## config.mk

```make
export PLATFORM = sky130hd
export DESIGN_NAME = sincronizador_vga_flat
export DESIGN_NICKNAME = d
export VERILOG_FILES = /design/src/rtl/sincronizador_vga_if.sv /design/src/rtl/sincronizador_vga.sv /design/src/flat_wrapper.sv
export SDC_FILE = /design/constraint.sdc
export NUM_CORES = 1
export LEC_CHECK = 0
export CORE_MARGIN = 4
export CORE_UTILIZATION = 48
export DETAILED_ROUTE_END_ITERATION = 12
export HOLD_SLACK_MARGIN = 0.1
export PLACE_DENSITY = 0.75
export SLEW_MARGIN = 5
export SYNTH_ARGS = -nofsm -noshare
export SYNTH_HDL_FRONTEND = slang
export SYNTH_SLANG_ARGS = --single-unit
```

## constraint.sdc

```tcl
create_clock -name clk -period 2.2 [get_ports clk]
set_input_delay 0.22 -clock clk [delete_from_list [all_inputs] [get_ports clk]]
set_output_delay 0.22 -clock clk [all_outputs]
set_load 0.02 [all_outputs]
```

## src/rtl/sincronizador_vga_if.sv

```systemverilog
// VGA timing bundle: pixel strobe, raster coordinates, delayed syncs
// and the line/frame start pulses consumed by pixel renderers.
interface sincronizador_vga_if;
    logic       pixel_tick;
    logic [9:0] pixel_x;
    logic [9:0] pixel_y;
    logic       video_on;
    logic       hsync;
    logic       vsync;
    logic       line_start;
    logic       frame_start;

    modport master (
        output pixel_tick, pixel_x, pixel_y,
        output video_on, hsync, vsync,
        output line_start, frame_start
    );

    modport slave (
        input pixel_tick, pixel_x, pixel_y,
        input video_on, hsync, vsync,
        input line_start, frame_start
    );
endinterface

```

## src/rtl/sincronizador_vga.sv

```systemverilog
// VGA raster timing: pixel strobe divider, h/v counters and syncs
// delayed to line up with the registered RGB path.
module sincronizador_vga #(
    parameter int CLK_DIV    = 4,
    parameter int H_DISPLAY  = 640,
    parameter int H_FP       = 16,
    parameter int H_SYNC     = 96,
    parameter int H_BP       = 48,
    parameter int V_DISPLAY  = 480,
    parameter int V_FP       = 10,
    parameter int V_SYNC     = 2,
    parameter int V_BP       = 33,
    parameter int SYNC_DELAY = 2
) (
    input  logic                clk,
    input  logic                reset_n,
    sincronizador_vga_if.master vga
);
    localparam int H_TOTAL = H_DISPLAY + H_FP + H_SYNC + H_BP;
    localparam int V_TOTAL = V_DISPLAY + V_FP + V_SYNC + V_BP;
    localparam int DW      = (CLK_DIV > 1) ? $clog2(CLK_DIV) : 1;

    localparam logic [DW-1:0] DIV_LAST = DW'(CLK_DIV - 1);
    localparam logic [9:0]    X_LAST   = 10'(H_TOTAL - 1);
    localparam logic [9:0]    Y_LAST   = 10'(V_TOTAL - 1);
    localparam logic [9:0]    X_VIS    = 10'(H_DISPLAY);
    localparam logic [9:0]    Y_VIS    = 10'(V_DISPLAY);
    localparam logic [9:0]    HS_BEG   = 10'(H_DISPLAY + H_FP);
    localparam logic [9:0]    HS_END   = 10'(H_DISPLAY + H_FP + H_SYNC);
    localparam logic [9:0]    VS_BEG   = 10'(V_DISPLAY + V_FP);
    localparam logic [9:0]    VS_END   = 10'(V_DISPLAY + V_FP + V_SYNC);

    typedef struct packed {
        logic hs;
        logic vs;
        logic vo;
    } sync_t;

    localparam sync_t SYNC_IDLE = '{hs: 1'b1, vs: 1'b1, vo: 1'b0};

    logic [DW-1:0] div_q;
    logic [DW-1:0] div_d;
    logic          tick_q;
    logic [9:0]    x_q;
    logic [9:0]    y_q;
    logic [9:0]    x_d;
    logic [9:0]    y_d;
    logic          x_wrap;
    logic          y_wrap;
    logic          ls_q;
    logic          fs_q;
    sync_t         dec_d;
    sync_t         pipe_q [SYNC_DELAY+1];

    always_comb begin
        div_d  = (div_q == DIV_LAST) ? '0 : div_q + DW'(1);
        x_wrap = (x_q == X_LAST);
        y_wrap = (y_q == Y_LAST);
        x_d    = x_wrap ? 10'd0 : x_q + 10'd1;
        y_d    = y_q;
        if (x_wrap) begin
            y_d = y_wrap ? 10'd0 : y_q + 10'd1;
        end
    end

    // Decode the counter values about to be loaded so stage 0 stays
    // aligned with pixel_x/pixel_y; later stages add one pixel each.
    always_comb begin
        dec_d    = SYNC_IDLE;
        dec_d.hs = ~((x_d >= HS_BEG) && (x_d < HS_END));
        dec_d.vs = ~((y_d >= VS_BEG) && (y_d < VS_END));
        dec_d.vo = (x_d < X_VIS) && (y_d < Y_VIS);
    end

    always_ff @(posedge clk or negedge reset_n) begin
        if (!reset_n) begin
            div_q  <= '0;
            tick_q <= 1'b0;
            x_q    <= '0;
            y_q    <= '0;
            ls_q   <= 1'b0;
            fs_q   <= 1'b0;
            for (int i = 0; i <= SYNC_DELAY; i++) begin
                pipe_q[i] <= SYNC_IDLE;
            end
        end else begin
            div_q  <= div_d;
            tick_q <= (div_d == DIV_LAST);
            ls_q   <= tick_q && x_wrap;
            fs_q   <= tick_q && x_wrap && y_wrap;
            if (tick_q) begin
                x_q       <= x_d;
                y_q       <= y_d;
                pipe_q[0] <= dec_d;
                for (int i = 1; i <= SYNC_DELAY; i++) begin
                    pipe_q[i] <= pipe_q[i-1];
                end
            end
        end
    end

    assign vga.pixel_tick  = tick_q;
    assign vga.pixel_x     = x_q;
    assign vga.pixel_y     = y_q;
    assign vga.line_start  = ls_q;
    assign vga.frame_start = fs_q;
    assign vga.hsync       = pipe_q[SYNC_DELAY].hs;
    assign vga.vsync       = pipe_q[SYNC_DELAY].vs;
    assign vga.video_on    = pipe_q[SYNC_DELAY].vo;

endmodule

```

## src/flat_wrapper.sv

```systemverilog
// flat-port wrapper written by rule: the top's interface ports become plain ports
module sincronizador_vga_flat 
#(
    parameter int CLK_DIV    = 4,
    parameter int H_DISPLAY  = 640,
    parameter int H_FP       = 16,
    parameter int H_SYNC     = 96,
    parameter int H_BP       = 48,
    parameter int V_DISPLAY  = 480,
    parameter int V_FP       = 10,
    parameter int V_SYNC     = 2,
    parameter int V_BP       = 33,
    parameter int SYNC_DELAY = 2
)
  (clk, reset_n, vga_pixel_tick, vga_pixel_x, vga_pixel_y, vga_video_on, vga_hsync, vga_vsync, vga_line_start, vga_frame_start);
  sincronizador_vga_if vga_i ();
  input  logic clk;
  input  logic reset_n;
  output wire logic [$bits(vga_i.pixel_tick)-1:0] vga_pixel_tick;
  output wire logic [$bits(vga_i.pixel_x)-1:0] vga_pixel_x;
  output wire logic [$bits(vga_i.pixel_y)-1:0] vga_pixel_y;
  output wire logic [$bits(vga_i.video_on)-1:0] vga_video_on;
  output wire logic [$bits(vga_i.hsync)-1:0] vga_hsync;
  output wire logic [$bits(vga_i.vsync)-1:0] vga_vsync;
  output wire logic [$bits(vga_i.line_start)-1:0] vga_line_start;
  output wire logic [$bits(vga_i.frame_start)-1:0] vga_frame_start;
  assign vga_pixel_tick = vga_i.pixel_tick;
  assign vga_pixel_x = vga_i.pixel_x;
  assign vga_pixel_y = vga_i.pixel_y;
  assign vga_video_on = vga_i.video_on;
  assign vga_hsync = vga_i.hsync;
  assign vga_vsync = vga_i.vsync;
  assign vga_line_start = vga_i.line_start;
  assign vga_frame_start = vga_i.frame_start;
  sincronizador_vga #(.CLK_DIV(CLK_DIV), .H_DISPLAY(H_DISPLAY), .H_FP(H_FP), .H_SYNC(H_SYNC), .H_BP(H_BP), .V_DISPLAY(V_DISPLAY), .V_FP(V_FP), .V_SYNC(V_SYNC), .V_BP(V_BP), .SYNC_DELAY(SYNC_DELAY)) u_core (.clk(clk), .reset_n(reset_n), .vga(vga_i));
endmodule
```

==> results of run 1 <==
## cell families after synthesis
kind of cell / synth area share, %
flip-flops: 44.9
adder cells (fa/ha/maj): 3.93
multiplexers: 6.29
XOR/XNOR: 3.67
AO/OA/AOI/OAI: 15.1
buffers and inverters: 5.30
AND/OR/NAND/NOR: 20.8
## flip-flops by register name, summed over array words and instances, names as in the netlist
register,flops
u_core.vga.pixel_y,10
u_core.vga.video_on,1
u_core.vga.hsync,1
u_core.vga.line_start,1
u_core.vga.vsync,1
u_core.vga.frame_start,1
u_core.vga.pixel_tick,1
u_core.vga.pixel_x,10
u_core.div_q,2
u_core.pipe_q,6
## final cells by class
| class | instances | area [sq um] | area share (%) |
|---|---|---|---|
| sequential | 34 | 858 | 35.1 |
| tap | 48 | 60.1 | 2.46 |
| clock buffer | 7 | 86.3 | 3.53 |
| timing repair buffer | 49 | 435 | 17.8 |
| clock inverter | 1 | 5.00 | 0.205 |
| multi-input combinational | 132 | 951 | 38.9 |
| inverter | 13 | 48.8 | 2.00 |
## metal layers
metal  global-route usage, %  vias to the layer above
li1                        -                      781
met1                    24.7                      813
met2                    29.0                       70
met3                    4.26                        9
met4                    6.47                        0
met5                       0                        -
## critical path, cell delays in order (launching register included)
cell and delay, ns:
dfrtp_1 0.37, or3b_1 0.51, nor3_4 0.40, a21oi_2 0.11, o311a_1 0.39, o41ai_2 0.21
## worst max-delay path by stage
stage	start	slack, ns	end
2_1_floorplan	u_core.vga.pixel_x[0]	0.0009	u_core.pipe_q[6]
3_3_place_gp	u_core.vga.pixel_y[0]	0.09	u_core.pipe_q[7]
3_5_place_dp	u_core.vga.pixel_y[0]	0.07	u_core.pipe_q[7]
4_1_cts	u_core.vga.pixel_y[0]	0.03	u_core.pipe_q[7]
5_1_grt	u_core.vga.pixel_x[5]	0.006	u_core.pipe_q[6]
6_report	u_core.vga.pixel_x[5]	0.11	u_core.pipe_q[6]
## metrics by stage
step	worst slack, ns	utilization, %
after floorplan	0.000940	-
after global placement	0.0905	62.3
after detailed placement	0.0704	62.3
after CTS	0.0325	64.7
after global routing	0.00623	65.3
final	0.106	65.3
## where the power goes
part           switching [W]  total (W)  leakage [nW]  internal [W]
Clock               0.000224   0.000476        0.0482      0.000252
Sequential                 0   0.000626         0.424      0.000626
Combinational      0.0000116  0.0000143         0.541    0.00000271
Total               0.000235    0.00112          1.01      0.000881
## Yosys cell counts (all sizes together), types with 4 or more instances
master | n | area [sq um]
dfrtp | 28 | 701
nand2 | 17 | 71.3
inv | 12 | 45.0
nor2 | 9 | 33.8
mux2 | 8 | 90.1
nand3 | 8 | 40.0
o21ai | 8 | 40.0
xnor2 | 8 | 70.1
buf | 6 | 41.3
dfstp | 6 | 158
ha | 6 | 75.1
nand4 | 6 | 37.5
o31ai | 6 | 45.0
nor3 | 5 | 41.3
nor4 | 5 | 31.3
a21oi | 4 | 23.8
==> impl_metrics.tcl, run 1 <==
set metrics [dict create \
    boundaryPins 28 \
    setup_viol 0 \
    syn-num-nets 196 \
    r2r-start "u_core.vga.pixel_x[5]" \
    grt_first_pass_wirelength_um 7510 \
    h-tree-depth 2 \
    max_freq_ghz 0.478 \
    top_layer_used "met4" \
    outcome "finished, final reports clean" \
    path_max_fanout 6 \
    wirelength_um 4390 \
    seq_area_frac_synth_pct 44.9 \
    hold_class "in -> async" \
    cts_setup_buffers 0 \
    synth_seq_cells 34 \
    antenna_left 0 \
    dp_cells 273 \
    areaGrowthSynthToFinish_pct 28.0 \
    synth-edff-count 0 \
    numCtsBuffers 5 \
    vdd_ir_drop_max_mv 0.405 \
    final_cell_mix "dfrtp_1, clkdlybuf4s50_1, buf_4" \
    path_clk_slew_ns 0.07 \
    synthFlopType "dfrtp_1" \
    holdWs_ns 0.339 \
    skew_ns 0.00596 \
    wl_met3_um 318 \
    overflow 0 \
    final_common_cell "dfrtp_1" \
    hold_violations 0 \
    crit_type "reg -> reg" \
    drv_cap 0 \
    antenna_found_initial 0 \
    clockRootBuffer "clkbuf_8" \
    num-fill-cells 318 \
    wl_met1_um 1870 \
    startpoint_type "register" \
    grt_start_max_net_pins 35 \
    cts_num_sinks 34 \
    clock_latency_ns 0.29 \
    firstDrtPassIters 4 \
    syn_area_per_cell_sq_um 10.2 \
    cts_buffer_depth 2 \
    drv_slew 0 \
    wl_met2_um 2120 \
    place_area_sq_um 2330 \
    synthCells 188 \
    reg2reg_slack_ns 0.11 \
    wl_per_cell_um 15.4 \
    tightest_slew_ns 0.419 \
    final.min_clock_period_ns 2.09 \
    rr_endpoint "u_core.pipe_q[6]" \
    synth.distinct_cells 53 \
    p_leak_nw 1.01 \
    drive_gt1_share_pct 22.0 \
    tritoncts "done" \
    layout.nets 243 \
    initial_utilization_pct 51.0 \
    synth_warnings 0 \
    cts_resized 0 \
    tns_ns 0 \
    async_reset_ff_share_pct 100 \
    diodes 0 \
    required_ns 2.38 \
    hpwl_um 3210 \
    portBuffers 27 \
    grt_pass1_vias 1621 \
    place.gp.congestion 0.897 \
    rows 22 \
    vias 1673 \
    postCtsHoldBufs 0 \
    core_area_sq_um 3740 \
    rsz0062_at_grt "no" \
    final_area_sq_um 2440 \
    die_h_um 71.1 \
    drc 0 \
    period_share_pct 95.2 \
    final_cells 284 \
    drt_iter0_markers 121 \
    grt.total_usage_pct 18.4 \
    powerDensity_nw_per_um2 456 \
    die_area_sq_um 5050 \
    drt-vias-per-instance 5.89 \
    power_w 0.00112 \
    arrival_ns 2.28 \
    max-slew-margin-rel_pct 72.0 \
    dieWidth_um 71.1 \
    end_kind "register" \
    syn_area_sq_um 1910 \
    reg2reg_depth 5 \
]
No activity file was read; power rests on OpenSTA's default activity.
==> run 2: changes to the inputs <==
- CTS_CLUSTER_DIAMETER: unset -> 60
==> results of run 2 <==
The final DEF is identical to that of run 1; final timing and power are the same.
==> run 3: changes to the inputs <==
- SKIP_CTS_REPAIR_TIMING: unset -> 1
==> results of run 3 <==
The final DEF is identical to that of run 1; final timing and power are the same.
